==> src/rtl/id_ex_stage.sv <==
// rtl/id_ex_stage.sv - ID/EX pipeline register with load-use hazard bubble insertion and bubble counter
module id_ex_stage #(
    parameter int DATA_W = 32,
    parameter int REG_AW = 5,
    parameter int CNT_W  = 16
) (
    input  logic              clk_i,
    input  logic              rst_i,
    input  logic              stall_i,
    input  logic              flush_i,
    input  logic              id_valid_i,
    input  logic [7:0]        id_aluop_i,
    input  logic [5:0]        id_funct_i,
    input  logic [REG_AW-1:0] id_rs_i,
    input  logic [REG_AW-1:0] id_rt_i,
    input  logic [REG_AW-1:0] id_rd_i,
    input  logic              id_uses_rt_i,
    input  logic [DATA_W-1:0] id_rs_data_i,
    input  logic [DATA_W-1:0] id_rt_data_i,
    input  logic [DATA_W-1:0] id_imm_i,
    input  logic [6:0]        id_ctrl_i,
    output logic              ex_valid_o,
    output logic [7:0]        ex_aluop_o,
    output logic [5:0]        ex_funct_o,
    output logic [REG_AW-1:0] ex_rs_o,
    output logic [REG_AW-1:0] ex_rt_o,
    output logic [REG_AW-1:0] ex_rd_o,
    output logic [DATA_W-1:0] ex_rs_data_o,
    output logic [DATA_W-1:0] ex_rt_data_o,
    output logic [DATA_W-1:0] ex_imm_o,
    output logic [6:0]        ex_ctrl_o,
    output logic              stall_o,
    output logic [CNT_W-1:0]  bubble_cnt_o
);

    // ctrl packing {regwrite,memread,memwrite,memtoreg,alusrc,regdst,branch}
    localparam int CTRL_MEMREAD = 5;

    // Bubble funct is ADD so the ALU controller decodes a harmless add, never the undefined code
    localparam logic [5:0] BUBBLE_FUNCT = 6'h20;

    localparam logic [CNT_W-1:0] CNT_MAX = {CNT_W{1'b1}};
    localparam logic [CNT_W-1:0] CNT_ONE = {{(CNT_W-1){1'b0}}, 1'b1};

    logic hazard;
    logic load_bubble;
    logic load_id;
    logic count_en;

    // Load-use detection: a load in EX whose destination is read by the instruction in ID
    always_comb begin
        hazard = ex_valid_o
               & ex_ctrl_o[CTRL_MEMREAD]
               & (ex_rt_o != '0)
               & id_valid_i
               & ((ex_rt_o == id_rs_i) | (id_uses_rt_i & (ex_rt_o == id_rt_i)));
    end

    assign stall_o = stall_i | hazard;

    // Per-edge action select: flush beats stall beats hazard beats normal capture
    always_comb begin
        load_bubble = 1'b0;
        load_id     = 1'b0;
        count_en    = 1'b0;
        if (flush_i) begin
            load_bubble = 1'b1;
            count_en    = 1'b1;
        end else if (stall_i) begin
            load_bubble = 1'b0;
        end else if (hazard) begin
            load_bubble = 1'b1;
            count_en    = 1'b1;
        end else if (id_valid_i) begin
            load_id = 1'b1;
        end else begin
            // Empty ID slot becomes a bubble but is not a hazard bubble, so it is not counted
            load_bubble = 1'b1;
        end
    end

    // EX register: bubble on reset/flush/hazard/empty slot, capture ID otherwise, hold on stall
    always_ff @(posedge clk_i) begin
        if (!rst_i || load_bubble) begin
            ex_valid_o   <= 1'b0;
            ex_aluop_o   <= 8'h00;
            ex_funct_o   <= BUBBLE_FUNCT;
            ex_rs_o      <= '0;
            ex_rt_o      <= '0;
            ex_rd_o      <= '0;
            ex_rs_data_o <= '0;
            ex_rt_data_o <= '0;
            ex_imm_o     <= '0;
            ex_ctrl_o    <= 7'b0;
        end else if (load_id) begin
            ex_valid_o   <= id_valid_i;
            ex_aluop_o   <= id_aluop_i;
            ex_funct_o   <= id_funct_i;
            ex_rs_o      <= id_rs_i;
            ex_rt_o      <= id_rt_i;
            ex_rd_o      <= id_rd_i;
            ex_rs_data_o <= id_rs_data_i;
            ex_rt_data_o <= id_rt_data_i;
            ex_imm_o     <= id_imm_i;
            ex_ctrl_o    <= id_ctrl_i;
        end
    end

    // Saturating bubble counter: sticks at all-ones rather than wrapping
    always_ff @(posedge clk_i) begin
        if (!rst_i) begin
            bubble_cnt_o <= '0;
        end else if (count_en && (bubble_cnt_o != CNT_MAX)) begin
            bubble_cnt_o <= bubble_cnt_o + CNT_ONE;
        end
    end

endmodule

==> config.mk <==
export PLATFORM = sky130hd
export DESIGN_NAME = id_ex_stage
export DESIGN_NICKNAME = d
export VERILOG_FILES = /design/src/rtl/id_ex_stage.sv
export SDC_FILE = /design/constraint.sdc
export NUM_CORES = 1
export LEC_CHECK = 0
export BUFFER_PORTS_ARGS = -buffer_cell sky130_fd_sc_hd__buf_2
export CORE_UTILIZATION = 49
export DETAILED_ROUTE_END_ITERATION = 8
export PLACE_DENSITY = 0.83
export SYNTH_ARGS = -nofsm -noshare
export SYNTH_HDL_FRONTEND = slang
export SYNTH_SLANG_ARGS = --single-unit
==> constraint.sdc <==
create_clock -name clk_i -period 3.6 [get_ports clk_i]
set_input_delay 0.18 -clock clk_i [delete_from_list [all_inputs] [get_ports clk_i]]
set_output_delay 0.18 -clock clk_i [all_outputs]
set_load 0.01 [all_outputs]
==> results.tsv <==
metric	value	unit
setup_viol	0	
status	completed	
antenna_found_initial	3	
dp_cells	958	
grt_remaining_overflow	0	
post-route-drc-count	0	
die_w	111	um
fin_crit	2.47	ns
async_reset_ff_share	0	%
final_cells	1060	
synthFlopType	dfxtp_1	
tightest_slew	0.711	ns
yosysWarnings	0	
ys_seq_elements	149	
p_int	0.00294	W
hold_end	ex_rt_data_o[28]$_SDFFE_PP0P_	
vias	5277	
place_hpwl	10.3	mm
fmax	405	MHz
antenna_left	0	
min_from	id_rt_data_i[28]	
worstPathCellList	xnor2_1 > nand3_1 > o22ai_2 > a21boi_0 > o21ai_4 > buf_4 > nor2_1	
r2r_start	ex_rt_o[4]$_SDFFE_PP0P_	
yosysUniqueCellTypes	36	
synth_nets	695	
die_h	111	um
syn-cell-area	0.00579	mm^2
coreArea	0.0115	mm^2
p_sw_share	22.0	%
reg2reg_depth	7	
row_count	39	
routed_wl	16.8	mm
drt_pass1_iterations	4	
cts.sinks	149	
final_common_cell	buf_2	
synth.avg_cell_area	10.4	um^2
combPwrFrac	8.6	%
hold_path_class	in2reg	
r2r_setup_slack	1.13	ns
grt_pass1_wl	26.8	mm
relSlewSlack	52.6	%
nets	1042	
htreeDepth	4	
io_pins	288	
wire_per_inst	15.8	um
setup_tns	0	ns
syn_inst	556	
grt_max_degree	90	
clkTransAtPathRegs	0.06	ns
r2r-end	ex_ctrl_o[3]$_SDFFE_PP0P_	
post_cts_resize_count	0	
start_util	50.5	%
p_clk_share	46.9	%
cp_data_required_time	3.89	ns
clk_latency	0.41	ns
hold_depth	3	
die_area	0.0123	mm^2
critical_path_class	reg2reg	
fin_skew	0.00849	ns
drive_gt1_share	36.2	%
critPathArrivalTime	2.76	ns
synth_edf_count	0	
grt_setup_unrepaired	no	
powerDensity	442	mW/mm^2
cp_max_fo	32	
grt_pass1_vias	5393	
crit_path_end_kind	flop	
startpoint_type	flop	
final-hold-violation-count	0	
cp_slowest_cell	o21ai_4	
cts_tree	done	
maxCapViolations	0	
cp_slowest_stage_delay	0.53	ns
power.share.sequential	44.6	%
maxSlewViolCount	0	
numCtsBuffers	17	
syn2layout_area_growth	47.0	%
drt_iter0_drc	237	
final_cell_mix	buf_2, dfxtp_1, mux2i_1	
clock_path_buffers	2	
period_share	68.6	%
gp_congestion	0.801	
p_sw	0.000829	W
cts_root_buffer	clkbuf_16	
io_buffers	287	
ys_seq_area_share	51.5	%
p_leak	3.75	nW
grt_usage	27.5	%
viasPerCell	4.98	
worst_ir_drop_vdd	306	uV
how the worst max path moves through the flow:
| stage | start | endpoint | slack [ns] | depth (start not counted) |
|---|---|---|---|---|
| after floorplan | ex_rt_o[0]$_SDFFE_PP0P_ | ex_imm_o[10]$_SDFFE_PP0P_ | 1.58 | 8 |
| after global routing | ex_rt_o[3]$_SDFFE_PP0P_ | ex_aluop_o[6]$_SDFFE_PP0P_ | 0.94 | 7 |
| final | ex_rt_o[4]$_SDFFE_PP0P_ | ex_ctrl_o[3]$_SDFFE_PP0P_ | 1.13 | 7 |
| after detailed placement | ex_rt_o[0]$_SDFFE_PP0P_ | ex_funct_o[5]$_SDFFE_PP1P_ | 1.15 | 6 |
| after CTS | ex_rt_o[4]$_SDFFE_PP0P_ | ex_imm_o[14]$_SDFFE_PP0P_ | 1.12 | 7 |
| after global placement | ex_rt_o[0]$_SDFFE_PP0P_ | ex_funct_o[5]$_SDFFE_PP1P_ | 1.20 | 6 |
critical path, delay by kind of cell (launching register included):
| kind | cells | cell delay, ns |
|---|---|---|
| XOR/XNOR | 1 | 0.17 |
| flip-flops | 1 | 0.42 |
| AO/OA/AOI/OAI | 3 | 1.10 |
| AND/OR/NAND/NOR | 2 | 0.22 |
| buffers and inverters | 1 | 0.43 |
synthesized netlist by cell type, types with 6 or more instances:
cell / number / area share, %
nand2b_1: 6 / 0.65
mux2i_1: 138 / 24
a21oi_1: 9 / 0.78
xnor2_1: 10 / 1.5
buf_4: 6 / 0.78
nand3_1: 7 / 0.60
buf_8: 8 / 2.1
nand2_1: 18 / 1.2
dfxtp_1: 149 / 51
buf_2: 11 / 0.95
or4_1: 7 / 0.91
nor2_1: 137 / 8.9
clkbuf_1: 7 / 0.45
o31ai_1: 6 / 0.78
logic make-up after synthesis:
group | Yosys count | synth area share [%]
simple gates | 194 | 14.3
flops | 149 | 51.5
mux | 138 | 23.8
buf+inv | 39 | 5.25
compound gates | 25 | 3.43
xor+xnor | 10 | 1.51
fa+ha+maj | 1 | 0.216
metal layers:
layer | global-route usage [%] | wire length [um] | vias up | share of wire, %
met5 | 0 | 13 | - | 0.078
met4 | 12.8 | 453 | 2 | 2.7
met3 | 9.19 | 1280 | 43 | 7.6
met2 | 49.1 | 8710 | 215 | 52
met1 | 28.9 | 6310 | 2433 | 38
li1 | - | - | 2584 | -
registers in the layout, indices dropped and copies added (netlist names), 6 cells and up:
register and count:
ex_aluop_o 8, ex_funct_o 6, ex_ctrl_o 7, bubble_cnt_o 16, ex_rs_data_o 32, ex_rt_data_o 32
ex_imm_o 32
what timing repair did:
item	4_1_cts	5_1_grt
buffers inserted	0	0
hold buffers	69	0
hold endpoints to repair	69	0
per-stage QoR:
stage	total power [W]	hold WS, ns	utilization (%)	instance area (um^2)	setup slack (ns)
2_1_floorplan	0.00186	0.298	-	5790	1.58
3_3_place_gp	0.00196	0.387	63.0	7220	1.20
3_5_place_dp	0.00197	0.399	63.0	7220	1.15
4_1_cts	0.00378	0.000261	74.2	8510	1.12
5_1_grt	0.00389	0.00688	74.2	8510	0.941
6_report	0.00377	0.00601	74.2	8510	1.13
power by group through the flow:
stage | registers [W] | clock network, W | logic (W)
global placement | 0.00171 | 0 | 0.000250
detailed placement | 0.00171 | 0 | 0.000254
global route | 0.00168 | 0.00187 | 0.000346
floorplan | 0.00172 | 0 | 0.000140
CTS | 0.00168 | 0.00179 | 0.000316
finish | 0.00168 | 0.00176 | 0.000322
final cells by class:
type / instances / area [um^2]
tap: 143 / 179
timing repair buffer: 363 / 2200
multi-input combinational: 368 / 2530
inverter: 4 / 15.0
sequential: 149 / 2980
antenna: 2 / 5.00
fill: 749 / 2950
clock inverter: 10 / 119
clock buffer: 21 / 480
Note: power is estimated with default switching activity, not from simulation.
